## config.mk

```make
export PLATFORM = sky130hd
export DESIGN_NAME = serial_in_parallel_out_rx_flat
export DESIGN_NICKNAME = d
export VERILOG_FILES = /design/src/rtl/serial_in_parallel_out_rx_if.sv /design/src/rtl/serial_in_parallel_out_rx.sv /design/src/flat_wrapper.sv
export SDC_FILE = /design/constraint.sdc
export NUM_CORES = 1
export LEC_CHECK = 0
export ABC_AREA = 1
export CAP_MARGIN = 10
export CORE_AREA = 2 2 46 57
export DETAILED_ROUTE_END_ITERATION = 16
export DIE_AREA = 0 0 48 59
export GPL_TIMING_DRIVEN = 0
export PLACE_DENSITY = 0.56
export SYNTH_ARGS = -nofsm -noshare
export SYNTH_HDL_FRONTEND = slang
export SYNTH_SLANG_ARGS = --single-unit
export TNS_END_PERCENT = 5
```

## constraint.sdc

```tcl
create_clock -name i_clk -period 1.45 [get_ports i_clk]
set_clock_uncertainty 0.15 [all_clocks]
set_input_delay 0.29 -clock i_clk [delete_from_list [all_inputs] [get_ports i_clk]]
set_output_delay 0.29 -clock i_clk [all_outputs]
set_load 0.01 [all_outputs]
```

## src/rtl/serial_in_parallel_out_rx_if.sv

```systemverilog
// Serial-bit input side and parallel-word output side of the deserializer.
// The master drives serial bits and consumer controls; the slave returns the word.
interface serial_in_parallel_out_rx_if #(
  parameter int WIDTH = 4
);
  localparam int CW = $clog2(WIDTH);

  logic             i_sdata;
  logic             i_sen;
  logic             i_sync;
  logic             i_rd_ready;
  logic             i_clr_ovr;
  logic [WIDTH-1:0] o_q;
  logic             o_valid;
  logic             o_overrun;
  logic [CW-1:0]    o_bit_cnt;

  modport master (
    output i_sdata, i_sen, i_sync, i_rd_ready, i_clr_ovr,
    input  o_q, o_valid, o_overrun, o_bit_cnt
  );

  modport slave (
    input  i_sdata, i_sen, i_sync, i_rd_ready, i_clr_ovr,
    output o_q, o_valid, o_overrun, o_bit_cnt
  );
endinterface

```

## src/rtl/serial_in_parallel_out_rx.sv

```systemverilog
// Deserializer: assembles WIDTH-bit words from qualified serial bits and holds
// each finished word behind a valid/ready handshake, flagging dropped words.
module serial_in_parallel_out_rx #(
  parameter int WIDTH     = 4,
  parameter bit LSB_FIRST = 1'b1
) (
  input  logic                 i_clk,
  input  logic                 i_rst,
  serial_in_parallel_out_rx_if.slave bus
);
  localparam int CW = $clog2(WIDTH);
  localparam logic [CW-1:0] LAST_IDX = CW'(WIDTH - 1);
  localparam logic [CW-1:0] ONE      = CW'(1);

  typedef enum logic {COLLECT, LAST} state_t;

  state_t           state;
  logic [WIDTH-1:0] sreg;
  logic [WIDTH-1:0] shifted;
  logic [WIDTH-1:0] first_word;
  logic [WIDTH-1:0] q;
  logic             valid;
  logic             ovr;
  logic [CW-1:0]    cnt;
  logic [CW-1:0]    cnt_inc;

  // LSB-first enters at the top and shifts right so the first bit lands in bit 0.
  always_comb begin
    if (LSB_FIRST) begin
      shifted    = {bus.i_sdata, sreg[WIDTH-1:1]};
      first_word = {bus.i_sdata, {(WIDTH-1){1'b0}}};
    end else begin
      shifted    = {sreg[WIDTH-2:0], bus.i_sdata};
      first_word = {{(WIDTH-1){1'b0}}, bus.i_sdata};
    end
  end

  assign cnt_inc = cnt + ONE;

  always_ff @(posedge i_clk) begin
    if (i_rst) begin
      state <= COLLECT;
      sreg  <= '0;
      cnt   <= '0;
      q     <= '0;
      valid <= 1'b0;
      ovr   <= 1'b0;
    end else begin
      if (valid && bus.i_rd_ready)
        valid <= 1'b0;
      if (bus.i_clr_ovr)
        ovr <= 1'b0;

      if (bus.i_sync) begin
        // Realignment never completes a word, even from LAST.
        sreg  <= bus.i_sen ? first_word : '0;
        cnt   <= bus.i_sen ? ONE : '0;
        state <= (bus.i_sen && (ONE == LAST_IDX)) ? LAST : COLLECT;
      end else if (bus.i_sen) begin
        case (state)
          COLLECT: begin
            sreg  <= shifted;
            cnt   <= cnt_inc;
            state <= (cnt_inc == LAST_IDX) ? LAST : COLLECT;
          end
          LAST: begin
            sreg  <= '0;
            cnt   <= '0;
            state <= COLLECT;
            // A word may replace the held one only if it leaves on this edge.
            if (!valid || bus.i_rd_ready) begin
              q     <= shifted;
              valid <= 1'b1;
            end else begin
              ovr <= 1'b1;
            end
          end
          default: state <= COLLECT;
        endcase
      end
    end
  end

  assign bus.o_q       = q;
  assign bus.o_valid   = valid;
  assign bus.o_overrun = ovr;
  assign bus.o_bit_cnt = cnt;
endmodule

```

## src/flat_wrapper.sv

```systemverilog
// flat-port wrapper written by rule: the top's interface ports become plain ports
module serial_in_parallel_out_rx_flat 
#(
  parameter int WIDTH     = 4,
  parameter bit LSB_FIRST = 1'b1
)
  (i_clk, i_rst, bus_i_sdata, bus_i_sen, bus_i_sync, bus_i_rd_ready, bus_i_clr_ovr, bus_o_q, bus_o_valid, bus_o_overrun, bus_o_bit_cnt);
  serial_in_parallel_out_rx_if #(.WIDTH(WIDTH)) bus_i ();
  input  logic i_clk;
  input  logic i_rst;
  input wire logic [$bits(bus_i.i_sdata)-1:0] bus_i_sdata;
  input wire logic [$bits(bus_i.i_sen)-1:0] bus_i_sen;
  input wire logic [$bits(bus_i.i_sync)-1:0] bus_i_sync;
  input wire logic [$bits(bus_i.i_rd_ready)-1:0] bus_i_rd_ready;
  input wire logic [$bits(bus_i.i_clr_ovr)-1:0] bus_i_clr_ovr;
  output wire logic [$bits(bus_i.o_q)-1:0] bus_o_q;
  output wire logic [$bits(bus_i.o_valid)-1:0] bus_o_valid;
  output wire logic [$bits(bus_i.o_overrun)-1:0] bus_o_overrun;
  output wire logic [$bits(bus_i.o_bit_cnt)-1:0] bus_o_bit_cnt;
  assign bus_i.i_sdata = bus_i_sdata;
  assign bus_i.i_sen = bus_i_sen;
  assign bus_i.i_sync = bus_i_sync;
  assign bus_i.i_rd_ready = bus_i_rd_ready;
  assign bus_i.i_clr_ovr = bus_i_clr_ovr;
  assign bus_o_q = bus_i.o_q;
  assign bus_o_valid = bus_i.o_valid;
  assign bus_o_overrun = bus_i.o_overrun;
  assign bus_o_bit_cnt = bus_i.o_bit_cnt;
  serial_in_parallel_out_rx #(.WIDTH(WIDTH), .LSB_FIRST(LSB_FIRST)) u_core (.i_clk(i_clk), .i_rst(i_rst), .bus(bus_i));
endmodule
```

==> results of run 1 <==
-- kinds of logic (layout without fill, tap and decap cells) --
kind of cell / count (synthesis) / count (layout) / share of synthesized area
buffers and inverters: 14 / 30 / 0.1298
flip-flops: 12 / 12 / 0.4374
adder cells (fa/ha/maj): 1 / 1 / 0.02278
AND/OR/NAND/NOR: 39 / 39 / 0.3234
AO/OA/AOI/OAI: 9 / 9 / 0.08657
-- power groups by stage --
stage / Sequential [W] / Clock, W / Combinational [W]
6_report: 0.000337 / 0.000266 / 0.0000603
5_1_grt: 0.000338 / 0.000294 / 0.0000679
4_1_cts: 0.000338 / 0.000279 / 0.0000611
3_5_place_dp: 0.000345 / 0 / 0.0000629
3_3_place_gp: 0.000345 / 0 / 0.0000627
2_1_floorplan: 0.000346 / 0 / 0.0000365
-- synthesized netlist by cell type --
cell type / number
a211oi_1: 1
nand3_1: 4
nand2_1: 12
inv_1: 9
dfxtp_1: 12
buf_4: 1
nor2_2: 1
a21oi_1: 8
inv_2: 2
nor2_4: 1
nor3_1: 1
nand2_2: 2
buf_6: 2
nand4_1: 4
nor2_1: 14
ha_1: 1
-- worst max-delay path by stage --
stage	end	depth (start not counted)	start
CTS	bus_o_bit_cnt[1]	1	u_core.bus.o_bit_cnt[1]$_SDFFE_PP0P_
detailed placement	u_core.bus.o_q[0]$_SDFFE_PP0P_	6	bus_i_sync
global placement	u_core.bus.o_q[0]$_SDFFE_PP0P_	6	bus_i_sync
finish	bus_o_bit_cnt[1]	1	u_core.bus.o_bit_cnt[1]$_SDFFE_PP0P_
global route	bus_o_bit_cnt[1]	1	u_core.bus.o_bit_cnt[1]$_SDFFE_PP0P_
floorplan	u_core.bus.o_bit_cnt[1]$_SDFFE_PP0P_	5	u_core.bus.o_bit_cnt[0]$_SDFFE_PP0P_
-- through the flow --
stage	utilization	hold WS, ps
CTS	0.3252	46.69
floorplan	-	290.1
global placement	0.3136	304.8
finish	0.3252	54.84
detailed placement	0.3136	311.1
global route	0.3252	47.81
-- per-layer routing --
layer  GRT usage  up-vias  part of all wire
li1            -      270                 -
met1      0.1047      199              0.45
met2      0.1333       12              0.46
met3     0.02134        2             0.069
met4     0.06950        0             0.012
met5           0        -                 0
-- state kept, by name, indices dropped and copies added, names as in the netlist --
register              cells
u_core.bus.o_overrun      1
u_core.sreg               3
u_core.bus.o_q            4
u_core.bus.o_valid        1
u_core.bus.o_bit_cnt      2
u_core.state              1
-- cell type report --
type | instances | area (sq um) | share of cell area
timing repair buffer | 12 | 110.1 | 0.1499
multi-input combinational | 49 | 237.7 | 0.3237
tap | 31 | 38.79 | 0.05281
buffer | 3 | 30.03 | 0.04089
clock buffer | 4 | 36.28 | 0.04940
sequential | 12 | 240.2 | 0.3271
inverter | 11 | 41.29 | 0.05622
-- repair_timing --
item | CTS | global route
resized for setup | 8 | 0
hold buffers | 0 | 0
setup endpoints to repair | 8 | 0
==> qor.csv, run 1 <==
metric,value,unit
power.density,904.2,nW/um^2
rsz0062_at_grt,no,
synthTopCellsByArea,"dfxtp_1 (44%), nor2_1 (9.6%), nand2_1 (8.2%), a21oi_1 (7.3%), inv_1 (6.2%)",
combPwrFrac,0.091,
port_buffers,12,
rows,19,
final.min_clock_period,1343,ps
drt_iter0_drc,7,
reg2reg_slack,290,ps
hold_violations,0,
hold_path_end,u_core.bus.o_valid$_SDFF_PP0_,
path_max_fanout,3,
numCtsBuffers,3,
final_area,734.5,sq um
tightest_slew,246.6,ps
syn_inst,75,
drc_errors,0,
clock_latency,270,ps
status,"complete, no violations",
hold_class,input port to flip-flop,
ys_ff_latch,12,
layoutNonFillerInstCount,122,
grt_pass1_vias,440,
wl_per_cell,8.549,um
die_area,2832,sq um
setup_total_negative_slack,0,ps
place.gp.congestion,0.7419,
coreArea,2258,sq um
worstPathArrival,900,ps
critPathTopFamily,flip-flops,
cts_buffer_depth,2,
synth_nets,83,
clock-sinks,12,
rr_startpoint,u_core.bus.o_bit_cnt[0]$_SDFFE_PP0P_,
grt_use_total,0.08924,
path_buf_inv,1,
min_from,i_rst,
cp-end-kind,output pin,
synth_cell_types,16,
wl,1043,um
fillers,260,
first_pass_iters,4,
slowest_delay,360,ps
area_growth,33.71,%
antenna_found_initial,0,
synth_top_area_cell,dfxtp_1,
layout_common_cells,"nor2_1 (14), nand2_1 (12), dfxtp_1 (12), inv_1 (9)",
worst_slack,106.9,ps
post-cts-setup-buffer-count,0,
timing.rr.end,u_core.bus.o_bit_cnt[1]$_SDFFE_PP0P_,
internal_power,0.0005153,W
layout_commonest_cell,nor2_1,
die_w,48,um
r2r.worst_path.cells,5,
cts-root-buf,clkbuf_4,
cap_violations,0,
dp_cells,118,
clockPowerShare,0.401,
synth_top_cell_area_share,0.4374,
p_sw,0.0001487,W
grt_max_degree,11,
layout.nets,100,
preCtsSetupSlack,-107.5,ps
antenna_cells,0,
ir_worst_vdd,0.0003313,V
h-tree-depth,1,
num_vias,483,
power,0.0006641,W
postRouteAntennaNets,0,
max_clock_freq,744.5,MHz
start_util,0.2432,
swShare,0.2240,
slew_viol_final,0,
start_kind,flip-flop,
crit_slowest_cell,dfxtp_1,
syn_avg_cell_area,7.324,sq um
required,1010,ps
dpl.hpwl,819.7,um
crit_type,flip-flop to output pin,
slew-limit-headroom,0.8350,
p_seq_frac,0.508,
drive_gt1_frac,0.1429,
grt_overflow_total,0,
dpl-instance-area,708.2,sq um
p_leak,0.3155,nW
yosys_warnings,0,
cts_tree,yes,
io_pins,15,
vias_per_cell,3.959,
path_clk_slew,80,ps
die_y,59,um
crit_chain,dlygate4sd2_1,
netlist_area,549.3,sq um
setup_viol,0,
worstHoldPathCells,2,
fin_crit_sh,0.9263,
yosysSeqAreaShare,0.4374,
grt_pass1_wl,1766,um
(Power assumes the default switching activity.)
==> run 2, diff against run 1 <==
--- a/config.mk
+++ b/config.mk
@@ -5,13 +5,13 @@
 export SDC_FILE = /design/constraint.sdc
 export NUM_CORES = 1
 export LEC_CHECK = 0
-export ABC_AREA = 1
+export ABC_AREA = 0
 export CAP_MARGIN = 10
-export CORE_AREA = 2 2 46 57
+export CORE_AREA = 2 2 39 41
 export DETAILED_ROUTE_END_ITERATION = 16
-export DIE_AREA = 0 0 48 59
+export DIE_AREA = 0 0 41 43
 export GPL_TIMING_DRIVEN = 0
-export PLACE_DENSITY = 0.56
+export PLACE_DENSITY = 0.82
 export SYNTH_ARGS = -nofsm -noshare
 export SYNTH_HDL_FRONTEND = slang
 export SYNTH_SLANG_ARGS = --single-unit
==> constraint.sdc (replaced) <==
create_clock -name i_clk -period 1.25 [get_ports i_clk]
set_clock_uncertainty 0.15 [all_clocks]
set_input_delay 0.25 -clock i_clk [delete_from_list [all_inputs] [get_ports i_clk]]
set_output_delay 0.25 -clock i_clk [all_outputs]
set_load 0.01 [all_outputs]
==> qor.csv, run 2 <==
metric,value,unit,change
status,"complete, no violations",,
hold_class,input port to flip-flop,,
grt_pass1_wl,1669,um,-5.5%
largest_reg_flops,4,,unchanged
grt_max_degree,11,,unchanged
syn_avg_cell_area,10.21,sq um,+39%
multi_input_area,296.5,sq um,+25%
synth_edf_count,0,,unchanged
timing.rr.end,u_core.bus.o_q[3]$_SDFFE_PP0P_,,
critPathTopFamily,flip-flops,,
numCtsBuffers,3,,unchanged
clock_latency,270,ps,about the same
p_leak,0.3220,nW,+2.1%
crit_type,flip-flop to output pin,,
dpl.hpwl,727.8,um,-11%
reg2reg_slack,50,ps,-240 ps
antenna_found_initial,0,,unchanged
ys_ff_latch,12,,unchanged
combPwrFrac,0.081,,-0.010
rr_startpoint,u_core.bus.o_valid$_SDFF_PP0_,,
grt_use_total,0.1423,,+0.05304
vias_per_cell,4.854,,+23%
dpl-instance-area,721.9,sq um,+1.9%
cts_tree,yes,,
crit_slowest_cell,dfxtp_2,,
worstHoldPathCells,3,,+1
rsz0062_at_grt,yes,,
cts-root-buf,clkbuf_4,,
drive_gt1_frac,0.3836,,+0.2407
seqCellArea,246.5,sq um,+2.6%
swShare,0.2164,,-0.007554
num_vias,432,,-11%
required,850,ps,-160 ps
netlist_area,571.8,sq um,+4.1%
synthTopCellsByArea,"dfxtp_1 (42%), mux2i_1 (12%), or2b_2 (7.7%), buf_6 (3.9%), nand3b_4 (3.5%)",,
p_sw,0.0001653,W,+11%
antenna_cells,0,,unchanged
grt_overflow_total,0,,unchanged
yosysMostFrequentCell,dfxtp_1,,
path_max_fanout,2,,-1
synth_async_sr_flop_share,0,,unchanged
drc_errors,0,,unchanged
worstPathArrival,810,ps,-90 ps
path_buf_inv,1,,unchanged
final_area,733.2,sq um,-0.17%
power.density,1041,nW/um^2,+15%
syn_inst,56,,-25%
synth_common_cells,"dfxtp_1 (12), mux2i_1 (7), or2b_2 (5)",,
start_kind,flip-flop,,
coreArea,1384,sq um,-39%
r2r.worst_path.cells,4,,-1
synthFlopType,dfxtp_1,,
tightest_slew,253.1,ps,+6.540 ps
layout.nets,82,,-18%
clock-sinks,12,,unchanged
cp-end-kind,output pin,,
wl,998,um,-4.3%
setup_total_negative_slack,0,ps,unchanged
grt_pass1_vias,418,,-5.0%
internal_power,0.0005983,W,+16%
drt_iter0_drc,4,,-3
synth_nets,64,,-23%
fin_hold_ws,118.6,ps,+63.76 ps
setup_viol,0,,unchanged
hold_path_end,u_core.bus.o_bit_cnt[0]$_SDFFE_PP0P_,,
hold_violations,0,,unchanged
io_pins,15,,unchanged
final.min_clock_period,1214,ps,
max_clock_freq,823.5,MHz,
h-tree-depth,1,,unchanged
preCtsSetupSlack,-445.0,ps,-337.5 ps
postRouteAntennaNets,0,,unchanged
first_pass_iters,4,,unchanged
yosysSeqAreaShare,0.4201,,-0.01723
rows,14,,-5
slew_viol_final,0,,unchanged
crit_chain,clkdlybuf4s15_2,,
synth_cell_types,20,,+4
min_from,bus_i_sen,,
port_buffers,13,,+1
wl_per_cell,11.21,um,+31%
area_growth,28.23,%,
synth_top_area_cell,dfxtp_1,,
die_y,43,um,-27%
die_area,1763,sq um,-38%
cap_violations,0,,unchanged
start_util,0.4132,,+0.1700
cts_buffer_depth,2,,unchanged
fin_util,0.5298,,+0.2046
synth_top_cell_area_share,0.4201,,-0.01723
ir_worst_vdd,0.0004673,V,+41%
clockPowerShare,0.406,,+0.005
fin_crit_sh,0.9715,,
slew-limit-headroom,0.8312,,-0.003752
slowest_delay,330,ps,-30 ps
path_clk_slew,80,ps,about the same
fillers,137,,-47%
yosys_warnings,0,,unchanged
layout_common_cells,"mux2i_1 (7), dfxtp_1 (7), or2b_2 (5), dfxtp_2 (5)",,
die_w,41,um,-15%
worst_slack,35.65,ps,-71.21 ps
p_seq_frac,0.513,,+0.005
worst-path-stages,1,,unchanged
place.gp.congestion,0.7142,,-3.7%
[run 2: cell types whose count changed after synthesis, moves of 4 or more]
cell	before	now
a21oi_1	8	2
nand2_1	12	2
nand4_1	4	0
nand3_1	4	0
nor2_1	14	4
inv_1	9	2
mux2i_1	0	7
or2b_2	0	5
[run 2: logic make-up (layout without fill, tap and decap cells)]
kind of cell / count (synthesis) / after routing / synth area share
simple gates: 25 / 25 / 0.3020
buf+inv: 5 / 22 / 0.06126
flops: 12 / 12 / 0.4201
compound gates: 5 / 5 / 0.05252
fa+ha+maj: 1 / 1 / 0.02188
mux: 8 / 8 / 0.1422
[run 2: metrics by stage]
stage | total power [W] | cells
4_1_cts | 0.0007751 | 89
5_1_grt | 0.0008016 | 89
3_3_place_gp | 0.0004663 | 85
2_1_floorplan | 0.0004348 | 56
6_report | 0.0007636 | 89
3_5_place_dp | 0.0004677 | 85
[run 2: power groups by stage]
stage               clock network [W]  logic (W)  registers [W]
floorplan                           0  0.0000336       0.000401
global placement                    0  0.0000657       0.000401
detailed placement                  0  0.0000671       0.000401
CTS                          0.000319  0.0000639       0.000392
global route                 0.000340  0.0000689       0.000393
finish                       0.000310  0.0000615       0.000392
[run 2: per-layer routing]
metal	vias up	global-route usage	wire (um)
li1	225	-	-
met4	0	0.1000	38
met1	188	0.1634	417
met2	14	0.2281	496
met3	5	0.01571	46
met5	-	0	0
[run 2: cell type report]
class	count	share of cell area
multi-input cells	39	0.4044
repair buffers	13	0.1314
plain buffers	3	0.04096
flip-flops and latches	12	0.3362
clock buffers	4	0.04949
inverters	2	0.01024
well taps	16	0.02730
[run 2: worst max-delay path by stage]
| stage | startpoint | end | slack, ps |
|---|---|---|---|
| 3_3_place_gp | bus_i_sync | u_core.bus.o_q[3]$_SDFFE_PP0P_ | -410 |
| 3_5_place_dp | bus_i_sync | u_core.bus.o_q[3]$_SDFFE_PP0P_ | -440 |
| 2_1_floorplan | u_core.bus.o_valid$_SDFF_PP0_ | u_core.bus.o_q[0]$_SDFFE_PP0P_ | 40 |
| 6_report | u_core.bus.o_valid$_SDFF_PP0_ | bus_o_valid | 40 |
| 4_1_cts | u_core.bus.o_bit_cnt[1]$_SDFFE_PP0P_ | bus_o_bit_cnt[1] | -20 |
| 5_1_grt | u_core.bus.o_bit_cnt[0]$_SDFFE_PP0P_ | u_core.bus.o_bit_cnt[1]$_SDFFE_PP0P_ | -20 |
[run 2: what timing repair did]
action	in CTS	in global routing
buffers inserted	0	0
resized for setup	28	9
cloned	0	0
endpoints found under the setup margin	13	11
hold buffers	0	0
